--- src/rtl/cpu_datapath.sv ---
// Accumulator-machine datapath: 32x8 memory, PC, IR and AC with an 8-bit ALU.
// The controller drives the phase and strobes; this block only executes them.
// A sticky halted flag freezes PC/IR/AC and CPU memory writes until reset.
module cpu_datapath (
    input  logic       clk,
    input  logic       rst,
    input  logic [2:0] state,
    input  logic       mem_rd,
    input  logic       load_ir,
    input  logic       inc_pc,
    input  logic       load_pc,
    input  logic       load_ac,
    input  logic       mem_wr,
    input  logic       halt,
    input  logic       prog_we,
    input  logic [4:0] prog_addr,
    input  logic [7:0] prog_data,
    output logic [2:0] op,
    output logic       zero,
    output logic [4:0] pc,
    output logic [7:0] ac,
    output logic [7:0] ir,
    output logic       halted
);

    localparam logic [2:0] OP_HLT = 3'b000;
    localparam logic [2:0] OP_SKZ = 3'b001;
    localparam logic [2:0] OP_ADD = 3'b010;
    localparam logic [2:0] OP_AND = 3'b011;
    localparam logic [2:0] OP_XOR = 3'b100;
    localparam logic [2:0] OP_LDA = 3'b101;
    localparam logic [2:0] OP_STO = 3'b110;
    localparam logic [2:0] OP_JMP = 3'b111;

    // No reset on the array: program contents must survive rst.
    logic [7:0] mem [32];
    logic [4:0] addr;
    logic [7:0] data_bus;
    logic [7:0] alu_out;

    assign op   = ir[7:5];
    assign zero = (ac == 8'h00);

    // Fetch phases address by PC, execute phases by the IR operand field.
    assign addr     = state[2] ? ir[4:0] : pc;
    assign data_bus = mem_rd ? mem[addr] : 8'h00;

    // ALU evaluates on the pre-edge IR so load_ir and load_ac can share an edge.
    always_comb begin
        alu_out = ac;
        case (op)
            OP_ADD:  alu_out = ac + data_bus;
            OP_AND:  alu_out = ac & data_bus;
            OP_XOR:  alu_out = ac ^ data_bus;
            OP_LDA:  alu_out = data_bus;
            OP_HLT, OP_SKZ, OP_STO, OP_JMP: alu_out = ac;
            default: alu_out = ac;
        endcase
    end

    // Architectural registers; everything but halted is frozen once halted.
    always_ff @(posedge clk or posedge rst) begin
        if (rst) begin
            pc     <= 5'd0;
            ir     <= 8'h00;
            ac     <= 8'h00;
            halted <= 1'b0;
        end else begin
            if (halt)
                halted <= 1'b1;
            if (!halted) begin
                if (load_pc)
                    pc <= ir[4:0];
                else if (inc_pc)
                    pc <= pc + 5'd1;
                if (load_ir)
                    ir <= data_bus;
                if (load_ac)
                    ac <= alu_out;
            end
        end
    end

    // Loader writes beat CPU stores; CPU stores are dropped while halted or in reset.
    always_ff @(posedge clk) begin
        if (prog_we)
            mem[prog_addr] <= prog_data;
        else if (mem_wr && !halted && !rst)
            mem[addr] <= ac;
    end

endmodule
--- config.mk ---
export PLATFORM = sky130hd
export DESIGN_NAME = cpu_datapath
export DESIGN_NICKNAME = d
export VERILOG_FILES = /design/src/rtl/cpu_datapath.sv
export SDC_FILE = /design/constraint.sdc
export NUM_CORES = 1
export LEC_CHECK = 0
export CORE_MARGIN = 4
export CORE_UTILIZATION = 50
export DETAILED_ROUTE_END_ITERATION = 12
export PLACE_DENSITY = 0.7
export SLEW_MARGIN = 20
export SYNTH_ARGS = -nofsm -noshare
export SYNTH_HDL_FRONTEND = slang
export SYNTH_SLANG_ARGS = --single-unit
export TNS_END_PERCENT = 20
--- constraint.sdc ---
create_clock -name clk -period 3.9 [get_ports clk]
set_clock_uncertainty 0.05 [all_clocks]
set_input_delay 0.39 -clock clk [delete_from_list [all_inputs] [get_ports clk]]
set_output_delay 0.39 -clock clk [all_outputs]
set_load 0.01 [all_outputs]
==> impl_metrics.env <==
export IMPL_wl_um=29560
export IMPL_tns_ns=0
export IMPL_async_flop_share_pct=7.914
export IMPL_cp_arrival_ns=4.17
export IMPL_grt_pass1_wl_um=44760
export IMPL_vdd_drop_max_uv=405.8
export IMPL_worst_path_max_delay_cell="mux4_2"
export IMPL_root_buffer="clkbuf_16"
export IMPL_tightest_slew_ns=0.9637
export IMPL_overflow=0
export IMPL_holdWs_ns=0.3534
export IMPL_die_area_um2=26840
export IMPL_clockBufferDepth=3
export IMPL_setup_worst_path_end_class="flip-flop"
export IMPL_yosysWarningCount=0
export IMPL_pre_cts_ws_ns=-0.5747
export IMPL_power_switching_mw=1.554
export IMPL_critPathMaxFanout=8
export IMPL_ys_types=53
export IMPL_port_buffer_count=49
export IMPL_synth_seq_area_share_pct=67.84
export IMPL_first_global_vias=7687
export IMPL_ys_flop_type="edfxtp_1"
export IMPL_n_antenna_cell=0
export IMPL_drive_gt1_share_pct=24.86
export IMPL_fin_util_pct=64.02
export IMPL_synth_area_um2=12140
export IMPL_final_period_utilization_pct=96.22
export IMPL_intPower_mw=5.208
export IMPL_first_iter_violations=700
export IMPL_drtAntennaViolNets=0
export IMPL_p_leak_nw=5.241
export IMPL_syn_inst=847
export IMPL_status="completed"
export IMPL_grt_max_degree=33
export IMPL_place_congestion=0.8986
export IMPL_synth_net_count=883
export IMPL_finalSetupViolCount=0
export IMPL_start_kind="flip-flop"
export IMPL_comb_power_share_pct=11.8
export IMPL_core_area_um2=23680
export IMPL_max_freq_mhz=266.5
export IMPL_die_height_um=163.8
export IMPL_p_sw_share_pct=22.98
export IMPL_start_util_pct=51.27
export IMPL_cts_buffers_inserted=28
export IMPL_track_usage_pct=21.65
export IMPL_power_frac_seq_pct=49.0
export IMPL_area_growth_syn_to_layout_pct=24.86
export IMPL_worstPathCellList="mux2_4 > buf_6 > mux4_2 > or3_1 > a31oi_1 > buf_4 > inv_1 > ha_1 > a21boi_1 > o21a_1 > o21ai_0 > or4bb_1 > o211ai_1"
export IMPL_p_clk_share_pct=39.2
export IMPL_nNetsFinal=1064
export IMPL_hp_class="input port to flip-flop"
export IMPL_firstDrtPassIters=5
export IMPL_die_w_um=163.8
export IMPL_antenna_found_initial=0
export IMPL_final_setup_worst_slack_ns=0.1475
export IMPL_avgRoutedWirePerCell_um=21.59
export IMPL_vias_per_cell=5.838
export IMPL_cts_tree="yes"
export IMPL_fillers=1724
export IMPL_rows=56
export IMPL_avgSynthCellArea_um2=14.34
export IMPL_cts_hold_buf=0
export IMPL_clk_pin_slew_ns=0.06
export IMPL_drv_slew=0
export IMPL_slew_headroom_pct=35.75
export IMPL_fin_crit_ns=3.753
export IMPL_cts_sinks=278
export IMPL_ys_ff_latch=278
export IMPL_max_cap_viol_count=0
export IMPL_vias=7992
export IMPL_powerDensity_nw_per_um2=446.0
export IMPL_cts_htree_levels=1
export IMPL_required_ns=4.32
export IMPL_crit_path_max_incr_delay_ns=0.55
export IMPL_num_io_pins=52
export IMPL_drc=0
export IMPL_clk_latency_ns=0.56
export IMPL_synth_edff_count=256
export IMPL_path_class="flip-flop to flip-flop"
export IMPL_dp_hpwl_um=19890
export IMPL_finalHoldViolations=0
## synth_stat cells, drive strengths merged, types with 2 or more instances
library cell,number,area share (%)
inv,16,0.49
and2,2,0.10
nand2,77,2.4
clkbuf,22,0.68
a21oi,33,1.5
nor3,35,1.4
o221ai,8,0.58
nor2,60,1.9
or2,2,0.10
nand3,20,0.82
mux2i,78,6.4
or4,2,0.12
buf,23,1.3
nand4,3,0.15
a22oi,2,0.12
a31oi,16,0.82
or3,3,0.15
o2bb2ai,2,0.14
dfrtp,22,4.5
nand2b,6,0.31
edfxtp,256,63
o211ai,5,0.31
a211oi,4,0.25
o21a,2,0.12
mux2,12,1.1
o21ai,46,1.9
mux4,24,4.5
o22ai,26,1.3
a21o,3,0.19
and3b,2,0.14
ha,9,0.93
nor2b,8,0.41
a32oi,4,0.29
## flip-flops by register name, indices dropped and copies added, names as in the netlist
name	flops
mem	256
ac	8
ir	8
pc	5
halted	1
## worst max-delay path: cells and delay by family, from the launching register on
family                   cells  cell delay, ns
AO/OA/AOI/OAI                5            0.75
flip-flops                   1            0.43
multiplexers                 2            0.91
buffers and inverters        3            0.40
adder cells (fa/ha/maj)      1            0.31
AND/OR/NAND/NOR              2            0.83
## metrics by stage
step	power [mW]	area [um^2]	instances
2_1_floorplan	3.775	12140	847
3_3_place_gp	4.108	14010	1311
3_5_place_dp	4.121	14010	1311
4_1_cts	6.749	14940	1363
5_1_grt	6.987	15160	1369
6_report	6.762	15160	1369
## area by class of cell
type | count | area (um^2) | share of cell area, %
Clock buffer | 43 | 797.0 | 5.257
Inverter | 16 | 60.06 | 0.3961
Sequential cell | 278 | 8238 | 54.33
Timing Repair Buffer | 195 | 1765 | 11.64
Clock inverter | 9 | 125.1 | 0.8252
Multi-Input combinational cell | 509 | 3777 | 24.91
Tap cell | 319 | 399.1 | 2.632
## metal layers
layer | GRT usage, % | routed length, um | vias up
li1 | - | - | 3640
met1 | 31.42 | 12820 | 4013
met2 | 34.78 | 14210 | 295
met3 | 3.237 | 1912 | 44
met4 | 5.642 | 624 | 0
met5 | 0 | 0 | -
## layout by cell type (no fill, tap or decap), drive strengths merged, types with 3 or more instances in the layout
cell,instances
edfxtp,256
buf,144
a21oi,33
a21o,3
a31oi,16
o211ai,5
dfrtp,22
nor2b,8
clkbuf,45
nand2,77
ha,9
mux2,13
o22ai,26
o21ai,46
clkdlybuf4s50,48
mux2i,78
a32oi,4
nor2,60
o221ai,8
nor3,35
a211oi,4
nand2b,6
mux4,24
or3,3
nand3,20
nand4,3
inv,16
clkinv,5
## final timing paths
check / start / cells past startpoint / endpoint / slack (ns)
max reg2reg: ir[0] / 13 / ac[6] / 0.15
min reg2reg: ir[4] / 2 / ir[4] / 0.53
min in group asynchronous: rst / 2 / pc[2] / 0.39
min: halt / 2 / halted / 0.35
max: ir[0] / 13 / ac[6] / 0.15
max in group asynchronous: rst / 2 / ac[0] / 2.84
## power groups by stage
stage	clock network (mW)	logic [mW]	registers [mW]
after global placement	0	0.740	3.37
after CTS	2.69	0.757	3.31
after floorplan	0	0.409	3.37
final	2.65	0.800	3.31
after detailed placement	0	0.751	3.37
after global routing	2.82	0.856	3.31
## kinds of logic after synthesis
family                   count (synthesis)  share of synthesized area (%)
buffers and inverters                   61                          2.514
flip-flops                             278                          67.84
AND/OR/NAND/NOR                        224                          8.336
XOR/XNOR                                 1                        0.07214
adder cells (fa/ha/maj)                 10                          1.092
AO/OA/AOI/OAI                          159                          8.120
multiplexers                           114                          12.02
## repair_timing
item / 4_1_cts / 5_1_grt
pin swaps: 0 / 6
cloned: 0 / 3
resized for setup: 2 / 32
endpoints found under the setup margin: 2 / 5
setup buffers: 0 / 3
endpoints found under the hold margin: 0 / 0
(Power assumes the default switching activity.)
